**src/rtl/cskip_pkg.sv**
```systemverilog
// Shared helpers for the pipelined carry-skip adder: default geometry,
// parameter legality check and the pipeline depth derived from it.
package cskip_pkg;

  localparam int DefWidth        = 64;
  localparam int DefBlk          = 4;
  localparam int DefBlksPerStage = 4;

  // True when every parameter is positive and the width splits evenly into
  // whole pipeline stages of whole skip blocks.
  function automatic bit paramsOk(input int width, input int blk, input int blksPerStage);
    if (width < 1 || blk < 1 || blksPerStage < 1) begin
      return 1'b0;
    end
    if ((width % (blk * blksPerStage)) != 0) begin
      return 1'b0;
    end
    return 1'b1;
  endfunction

  // Number of pipeline stages; falls back to 1 for illegal geometry so that
  // elaboration reaches the explicit check instead of dividing by zero.
  function automatic int stages(input int width, input int blk, input int blksPerStage);
    if (!paramsOk(width, blk, blksPerStage)) begin
      return 1;
    end
    return width / (blk * blksPerStage);
  endfunction

endpackage

```
**src/rtl/cskip_slice.sv**
```systemverilog
// Combinational carry-skip slice: NBLK blocks of BLK rippled bits each.
// A block whose bits all propagate passes its carry-in straight to its
// carry-out, bypassing the ripple chain.
module cskip_slice #(
  parameter int BLK  = 4,
  parameter int NBLK = 4
) (
  input  logic [BLK*NBLK-1:0] a_i,
  input  logic [BLK*NBLK-1:0] b_i,
  input  logic                cin_i,
  output logic [BLK*NBLK-1:0] sum_o,
  output logic                cout_o,
  output logic                cmsb_o
);

  // Ripple inside each block, skip across blocks; cmsb_o ends up holding the
  // carry into the most significant bit of the slice.
  always_comb begin
    logic carry;
    logic blkIn;
    logic allProp;
    logic p;
    sum_o   = '0;
    cmsb_o  = 1'b0;
    carry   = cin_i;
    blkIn   = 1'b0;
    allProp = 1'b0;
    p       = 1'b0;
    for (int j = 0; j < NBLK; j++) begin
      blkIn   = carry;
      allProp = 1'b1;
      for (int i = 0; i < BLK; i++) begin
        p                  = a_i[j*BLK+i] ^ b_i[j*BLK+i];
        sum_o[j*BLK+i]     = p ^ carry;
        cmsb_o             = carry;
        carry              = (a_i[j*BLK+i] & b_i[j*BLK+i]) | (p & carry);
        allProp            = allProp & p;
      end
      carry = allProp ? blkIn : carry;
    end
    cout_o = carry;
  end

endmodule

```
**src/rtl/cskip_adder_pipe.sv**
```systemverilog
// Pipelined carry-skip adder/subtractor with valid/ready flow control.
// Stage k adds bits [k*SW +: SW] using the carry registered by stage k-1;
// the last stage's registers are the output registers.
module cskip_adder_pipe
  import cskip_pkg::*;
#(
  parameter int WIDTH          = DefWidth,
  parameter int BLK            = DefBlk,
  parameter int BLKS_PER_STAGE = DefBlksPerStage
) (
  input  logic             clk,
  input  logic             rst,
  input  logic             in_valid,
  output logic             in_ready,
  input  logic [WIDTH-1:0] a,
  input  logic [WIDTH-1:0] b,
  input  logic             cin,
  input  logic             sub,
  output logic             out_valid,
  input  logic             out_ready,
  output logic [WIDTH-1:0] sum,
  output logic             cout,
  output logic             ovf
);

  localparam int SW     = BLK * BLKS_PER_STAGE;
  localparam int STAGES = stages(WIDTH, BLK, BLKS_PER_STAGE);

  if (!paramsOk(WIDTH, BLK, BLKS_PER_STAGE)) begin : gParamCheck
    $fatal(1, "cskip_adder_pipe: WIDTH must be a positive multiple of BLK*BLKS_PER_STAGE");
  end

  // Index k of these arrays is what stage k consumes; index STAGES is the
  // output register set.
  logic             stValid [0:STAGES];
  logic             stCarry [0:STAGES];
  logic             stCmsb  [0:STAGES];
  logic [WIDTH-1:0] stA     [0:STAGES];
  logic [WIDTH-1:0] stB     [0:STAGES];
  logic [WIDTH-1:0] stSum   [0:STAGES];

  logic en;

  // The whole pipeline moves together; it only stops when a finished result
  // is waiting and the consumer is not taking it.
  assign en       = !out_valid || out_ready;
  assign in_ready = en;

  assign stValid[0] = in_valid;
  assign stCarry[0] = sub | cin;
  assign stCmsb[0]  = 1'b0;
  assign stA[0]     = a;
  assign stB[0]     = sub ? ~b : b;
  assign stSum[0]   = '0;

  for (genvar k = 0; k < STAGES; k++) begin : gStage
    localparam int Lo = k * SW;

    logic [SW-1:0]    sliceSum;
    logic             sliceCout;
    logic             sliceCmsb;
    logic [WIDTH-1:0] sum_d;
    logic             valid_q;
    logic             carry_q;
    logic             cmsb_q;
    logic [WIDTH-1:0] sum_q;

    cskip_slice #(
      .BLK  (BLK),
      .NBLK (BLKS_PER_STAGE)
    ) uSlice (
      .a_i    (stA[k][Lo +: SW]),
      .b_i    (stB[k][Lo +: SW]),
      .cin_i  (stCarry[k]),
      .sum_o  (sliceSum),
      .cout_o (sliceCout),
      .cmsb_o (sliceCmsb)
    );

    // Merge this stage's slice into the low bits already completed upstream.
    always_comb begin
      sum_d            = stSum[k];
      sum_d[Lo +: SW]  = sliceSum;
    end

    // Valid follows the pipeline on every advance; data only loads for a
    // real beat so the output holds its last result across bubbles.
    always_ff @(posedge clk or posedge rst) begin
      if (rst) begin
        valid_q <= 1'b0;
        carry_q <= 1'b0;
        cmsb_q  <= 1'b0;
        sum_q   <= '0;
      end else if (en) begin
        valid_q <= stValid[k];
        if (stValid[k]) begin
          carry_q <= sliceCout;
          cmsb_q  <= sliceCmsb;
          sum_q   <= sum_d;
        end
      end
    end

    assign stValid[k+1] = valid_q;
    assign stCarry[k+1] = carry_q;
    assign stCmsb[k+1]  = cmsb_q;
    assign stSum[k+1]   = sum_q;

    if (k < STAGES - 1) begin : gOperands
      logic [WIDTH-1:0] a_q;
      logic [WIDTH-1:0] b_q;

      // Carry the not-yet-added operand bits forward to the later stages.
      always_ff @(posedge clk or posedge rst) begin
        if (rst) begin
          a_q <= '0;
          b_q <= '0;
        end else if (en && stValid[k]) begin
          a_q <= stA[k];
          b_q <= stB[k];
        end
      end

      assign stA[k+1] = a_q;
      assign stB[k+1] = b_q;
    end else begin : gLastStage
      assign stA[k+1] = '0;
      assign stB[k+1] = '0;
    end
  end

  assign out_valid = stValid[STAGES];
  assign sum       = stSum[STAGES];
  assign cout      = stCarry[STAGES];
  assign ovf       = stCmsb[STAGES] ^ stCarry[STAGES];

endmodule

```
**config.mk**
```make
export PLATFORM = sky130hd
export DESIGN_NAME = cskip_adder_pipe
export DESIGN_NICKNAME = d
export VERILOG_FILES = /design/src/rtl/cskip_pkg.sv /design/src/rtl/cskip_slice.sv /design/src/rtl/cskip_adder_pipe.sv
export SDC_FILE = /design/constraint.sdc
export NUM_CORES = 1
export LEC_CHECK = 0
export ABC_CLOCK_PERIOD_IN_PS = 12200
export BUFFER_PORTS_ARGS = -buffer_cell sky130_fd_sc_hd__buf_2
export CORE_ASPECT_RATIO = 0.8
export CORE_UTILIZATION = 45
export CTS_CLUSTER_DIAMETER = 200
export DETAILED_ROUTE_END_ITERATION = 7
export PLACE_DENSITY_LB_ADDON = 0.15
export SLEW_MARGIN = 10
export SYNTH_ARGS = -nofsm -noshare
export SYNTH_HDL_FRONTEND = slang
export SYNTH_HIERARCHICAL = 1
export SYNTH_SLANG_ARGS = --single-unit
```
**constraint.sdc**
```tcl
create_clock -name clk -period 12.2 [get_ports clk]
set_input_delay 0.61 -clock clk [delete_from_list [all_inputs] [get_ports clk]]
set_output_delay 0.61 -clock clk [all_outputs]
set_load 0.02 [all_outputs]
```
==> run metrics, run 1 <==
Vias per Instance about 5.1; cell area after layout 19200 sq um; Setup crit end kind register; reg2reg setup slack ~4.5 ns; Clk pin slew, worst setup/hold paths around 0.060 ns; Synth async-reset ratio 100%; initial antenna violation count 1; reg2reg end gStage[2].sum_q[47]; number of synthesized flops with an enable pin 0; top-area cell type share of the netlist area between 50% and 60%; Leakage Power 8.54 nW; most common cell in the netlist dfrtp_1; first-pass GRT wire length approximately 54000 um; Slew Viols, Final 0; Yosys reg bits around 360; GRT overflow 0; hold-fix buffers at CTS 0; setup TNS 0 ns; share of layout cells above drive strength 1 approximately 44%; post-route minimum period between 8 and 9 ns; Final Hold Fails 0; Num Clock Sinks around 360; largest area contributor in the netlist dfrtp_1; Post-Layout Cell Count 1820; status finished clean; GRT Overall Usage 18.2%; Tot Pwr about 5.2 mW; Worst Path Arrival 8.86 ns; mapped cell area 16700 sq um; Top FF cell, synth dfrtp_1; Mapped Cells roughly 1.1k; initial core utilization a little under half; CP endpoint gStage[0].sum_q[15]; postcts setup bufs 0; reg2reg start gStage[1].carry_q; worst hold slack 0.250 ns; # H-tree levels 2; CP Launch Type primary input; Commonest cells post-synth dfrtp_1 (361), mux2_2 (290), a21oi_1 (100); CTS Buf Count 38; Final Util between 50% and 60%; Worst VDD drop 0.124 mV; Synthesis Warnings 6; Synthesized Nets 1382; clock root cell clkbuf_16; Residual DRC 0; Power Density 271 nW/um^2; Peak Freq approximately 120 MHz; core area approximately 36000 sq um; chip width between 200 and 250 um; # Max-Cap Violations 0; row count between 60 and 70; Post-CTS Resized 0; First DRT Iteration DRCs approximately 420; nets between 1.5k and 2k; worst r2r path cells 26; die area about 38000 sq um; Crit Path Max Fanout between 40 and 50; Clock Latency Late Sink between 0.5 and 0.6 ns; CP required ~13 ns; synth top area cells dfrtp_1 (54%), mux2_2 (20%), fa_1 (7.7%); first drt pass iteration count 4; actual slew at the worst max-slew pin 1.09 ns; Hold Crit Class primary input to async pin; WL/cell roughly 18 um; Setup CP Type primary input to register; DRT antenna net count 0; Final Cycle Share roughly 69%; Port Buf Inserts 201; setup violators final 0; Die Ht between 150 and 200 um; Ports roughly 200; GP Congestion a little under 0.8; unrepaired setup endpoints after global routing no; largest net degree at the start of global routing 160; pre-CTS setup slack between 3 and 4 ns; dpl cells approximately 1.8k; DP Area approximately 18000 sq um; Worst Skew a little under 0.01 ns; vias in the first global route 9731; Synth cell types 24; CTS max path bufs 3; area delta synth->final 15.3%; synthesized area per cell 14.9 sq um; proportion of synthesized chip area in sequential cells a little over half; detailed-route wire length around 33000 um; routed via count 9198; DP HPWL approximately 21000 um; Rel. slew slack between 20% and 30%; CTS tree yes; crit path from sub; setup ws final between 3 and 4 ns
[area by class of cell]
| type | instances | area, sq um |
|---|---|---|
| multi-input combinational | 664 | 7130 |
| tap | 480 | 601 |
| antenna | 1 | 2.50 |
| fill | 3123 | 16900 |
| timing repair buffer | 208 | 1070 |
| sequential | 361 | 9030 |
| clock inverter | 12 | 90.1 |
| inverter | 39 | 154 |
| clock buffer | 55 | 1130 |
[worst min path at each step]
stage	start	end	depth (start not counted)
after floorplan	gStage[2].valid_q	out_valid	2
after global placement	sum[7]	sum[7]	1
after detailed placement	sum[29]	sum[29]	1
after CTS	a[52]	gStage[0].gOperands.a_q[52]	2
after global routing	a[40]	gStage[0].gOperands.a_q[40]	2
final	rst	sum[44]	2
[flip-flops by register name (all words and copies together), names as in the netlist]
name / flops
sum: 64
gStage.carry_q: 3
gStage.cmsb_q: 1
out_valid: 1
gStage.gOperands.b_q: 96
gStage.valid_q: 3
cout: 1
gStage.gOperands.a_q: 96
gStage.sum_q: 96
[layout by cell type (no fill, tap or decap), types with 17 or more instances in the layout]
master       n
xor2_1      17
ha_1        64
clkbuf_16   41
inv_1       38
a21oi_1    100
mux2_2     290
xnor2_1     48
mux2_4      24
dfrtp_1    361
buf_2      200
fa_1        64
[critical path, stage by stage]
cell and delay (ns):
buf_4 0.33, buf_4 0.74, xor2_1 0.24, fa_1 0.48, fa_1 0.42, fa_1 0.37
mux2_4 0.30, fa_1 0.38, fa_1 0.38, fa_1 0.39, fa_1 0.36, a41oi_1 0.20
nor2_1 0.07, fa_1 0.38, fa_1 0.39, fa_1 0.39, fa_1 0.39, nand2_1 0.07
nand2_1 0.07, fa_1 0.39, fa_1 0.39, fa_1 0.36, inv_1 0.08, fa_1 0.41
inv_1 0.06, mux2_2 0.13
[routing by layer]
| metal | GRT usage [%] | vias to the layer above | routed length (um) |
|---|---|---|---|
| met4 | 4.58 | 0 | 565 |
| met2 | 28.5 | 160 | 15500 |
| met3 | 2.82 | 47 | 1120 |
| met1 | 26.6 | 4781 | 16100 |
| li1 | - | 4210 | - |
| met5 | 0 | - | 0 |
[report_power, final]
| group | total (mW) | internal [mW] | switching (mW) | leakage, nW |
|---|---|---|---|---|
| registers | 2.13 | 1.76 | 0.366 | 4.16 |
| clock network | 1.13 | 0.664 | 0.466 | 0.601 |
| logic | 1.95 | 1.03 | 0.924 | 3.78 |
| total | 5.21 | 3.45 | 1.76 | 8.54 |
[logic make-up after synthesis]
family / after synthesis / synth area share [%]
multiplexers: 314 / 21.8
adder cells (fa/ha/maj): 128 / 12.5
flip-flops: 361 / 54.2
AND/OR/NAND/NOR: 43 / 1.34
XOR/XNOR: 65 / 3.42
AO/OA/AOI/OAI: 114 / 3.66
buffers and inverters: 95 / 3.12
Power figures use the tool's default switching activity.
==> inputs of run 2 (changes only) <==
Settings changed: ABC_CLOCK_PERIOD_IN_PS 12200 to 7700.
Clock period 12.2 ns to 7.7 ns, I/O delays scaled along.
==> run 2 against run 1 <==
- die area did not move
- via count barely moved
- flip-flop and latch count stayed put
- sequential power is 59% higher
- routed wire length increased by 0.11%
- count of clock-buffer cells in the layout rose by 6
- final area up 1.3%
- power increased by 63%
- first-iteration DRC count rose by 12%
- hold slack worse by 0.22 ns
- largest power group unchanged
- highest routed layer unchanged
==> run metrics, run 2 (synthesized netlist as in run 1, its figures left out) <==
Rel. slew slack 28.6% (was 27.5%); Worst VDD drop 0.197 mV (was 0.124 mV); Clk network pwr share 22.8% (was 21.7%); CP Launch Type register (was primary input); actual slew at the worst max-slew pin 1.07 ns (was 1.09 ns); GP Congestion 0.780 (was 0.771); vias in the first global route 9772 (was 9731); Clock Latency Late Sink 0.52 ns (about the same); Die Ht 174 um (unchanged); Setup CP Type register to register (was primary input to register); Leakage Power 8.63 nW (was 8.54 nW); CTS Buf Count 38 (unchanged); Hold Crit Class primary input to async pin (unchanged); setup ws final 0.319 ns (was 3.80 ns); hold-fix buffers at CTS 0 (unchanged); Peak Freq ~140 MHz; # Max-Cap Violations 0 (unchanged); First DRT Iteration DRCs 474 (was 423); unrepaired setup endpoints after global routing no (unchanged); largest registers gStage.gOperands.a_q x96, gStage.gOperands.b_q x96, gStage.sum_q x96 (unchanged); pre-CTS setup slack -0.0860 ns (was 3.27 ns); sw frac 33.2% (was 33.7%); chip width 217 um (unchanged); Ports 202 (unchanged); combinational share of power 37.4% (was 37.5%); Slew Viols, Final 0 (unchanged); Port Buf Inserts 201 (unchanged); Flop pwr share 39.9% (was 40.8%); post-route minimum period between 7 and 8 ns; core area 36100 sq um (unchanged); initial antenna violation count 1 (unchanged); Num Clock Sinks 361 (unchanged); status finished clean (unchanged); GRT overflow 0 (unchanged); initial core utilization 46.1% (unchanged); Worst Skew 0.00766 ns (was 0.00989 ns); Final Util 53.8% (was 53.1%); routed via count 9201 (was 9198); switching power 2.82 mW (was 1.76 mW); Int Pwr 5.66 mW (was 3.45 mW); GRT Overall Usage 18.3% (was 18.2%); area delta synth->final 16.8% (was 15.3%); Final Hold Fails 0 (unchanged); # H-tree levels 2 (unchanged); row count 62 (unchanged); Setup crit end kind register (unchanged); Final Cycle Share 95.9%; DRT antenna net count 0 (unchanged); reg2reg setup slack 0.32 ns (was 4.49 ns); share of layout cells above drive strength 1 46.2% (was 44.1%); Crit Path Max Fanout 3 (was 47); CP required 8.16 ns (was 12.66 ns); largest net degree at the start of global routing 177 (was 160); worst r2r path cells 26 (unchanged); detailed-route wire length 33400 um (was 33300 um); setup violators final 0 (unchanged); Worst Path Arrival 7.84 ns (was 8.86 ns); Tot Pwr 8.48 mW (was 5.21 mW); WL/cell 18.2 um (was 18.3 um); die area 37800 sq um (unchanged); CTS max path bufs 3 (unchanged); most frequent cells in the layout dfrtp_1 (361), mux2_2 (290), buf_2 (200), a21oi_1 (100), ha_1 (64) (was dfrtp_1 (361), mux2_2 (290), buf_2 (200), a21oi_1 (100)); Residual DRC 0 (unchanged); Vias per Instance 5.03 (was 5.05); clock root cell clkbuf_16 (unchanged); Clk pin slew, worst setup/hold paths 0.06 ns (about the same); worst hold slack 0.0347 ns (was 0.250 ns); DP HPWL 21300 um (was 21100 um); first drt pass iteration count 4 (unchanged); CTS tree yes (unchanged); Power Density 436 nW/um^2 (was 271 nW/um^2); most common cell after layout, fill and taps aside dfrtp_1 (unchanged); setup TNS 0 ns (unchanged); first-pass GRT wire length 54300 um (was 54000 um); nets 1581 (was 1574)
## run 2: cell count changes in the layout (fill, tap and decap cells not counted), sizes merged
cell,previous run,this run
clkbuf,55,61
inv,39,38
clkinvlp,2,1
buf,208,215
bufinv,1,3
clkinv,9,5
## run 2: power groups by stage
stage               combinational (mW)  sequential [mW]  clock [mW]
floorplan                         2.18             3.46           0
global placement                  3.08             3.39           0
detailed placement                3.15             3.42           0
CTS                               3.17             3.39        1.99
global route                      3.54             3.51        2.07
finish                            3.17             3.38        1.93
## run 2: per-stage QoR
| step | cell area, sq um | std cells |
|---|---|---|
| 2_1_floorplan | 16700 | 1120 |
| 3_3_place_gp | 18000 | 1757 |
| 3_5_place_dp | 18000 | 1757 |
| 4_1_cts | 19400 | 1826 |
| 5_1_grt | 19500 | 1829 |
| 6_report | 19500 | 1829 |
## run 2: worst paths after layout
check	startpoint	to
setup reg to reg	gStage[1].carry_q	gStage[2].sum_q[47]
setup / recovery	gStage[1].carry_q	gStage[2].sum_q[47]
max in group asynchronous	rst	gStage[2].sum_q[13]
hold reg to reg	gStage[2].sum_q[17]	sum[17]
min in group clk	a[40]	gStage[0].gOperands.a_q[40]
hold / removal	rst	gStage[0].gOperands.a_q[56]
## run 2: layer usage
metal | wire, um | share of wire (%) | global-route usage, %
met3 | 1130 | 3.4 | 3.13
met4 | 610 | 1.8 | 4.72
met5 | 0 | 0 | 0
met1 | 16300 | 49 | 27.0
met2 | 15300 | 46 | 28.0
## run 2: area by class of cell
class / instances / area, sq um
flip-flops and latches: 361 / 9030
diodes: 1 / 2.50
repair buffers: 215 / 1130
inverters: 39 / 150
fillers: 3126 / 16700
multi-input cells: 664 / 7200
well taps: 480 / 601
clock buffers: 61 / 1230
clock inverters: 8 / 115
## run 2: what timing repair did
item	4_1_cts	5_1_grt
endpoints found under the setup margin	0	7
setup buffers	0	2
gates resized for setup	0	17
## run 2: worst max-delay path: stages (launching register included)
cell     delay [ns]
dfrtp_1        0.41
inv_1          0.08
fa_1           0.15
inv_1          0.05
fa_1           0.40
fa_2           0.35
fa_1           0.36
mux2_4         0.30
fa_1           0.40
fa_2           0.36
fa_2           0.36
fa_1           0.38
a41oi_2        0.19
nor2_1         0.09
fa_1           0.39
fa_1           0.38
fa_1           0.39
fa_1           0.39
nand2_1        0.07
nand2_1        0.06
fa_1           0.39
fa_2           0.35
fa_1           0.36
inv_1          0.07
fa_1           0.40
inv_1          0.06
mux2_2         0.13
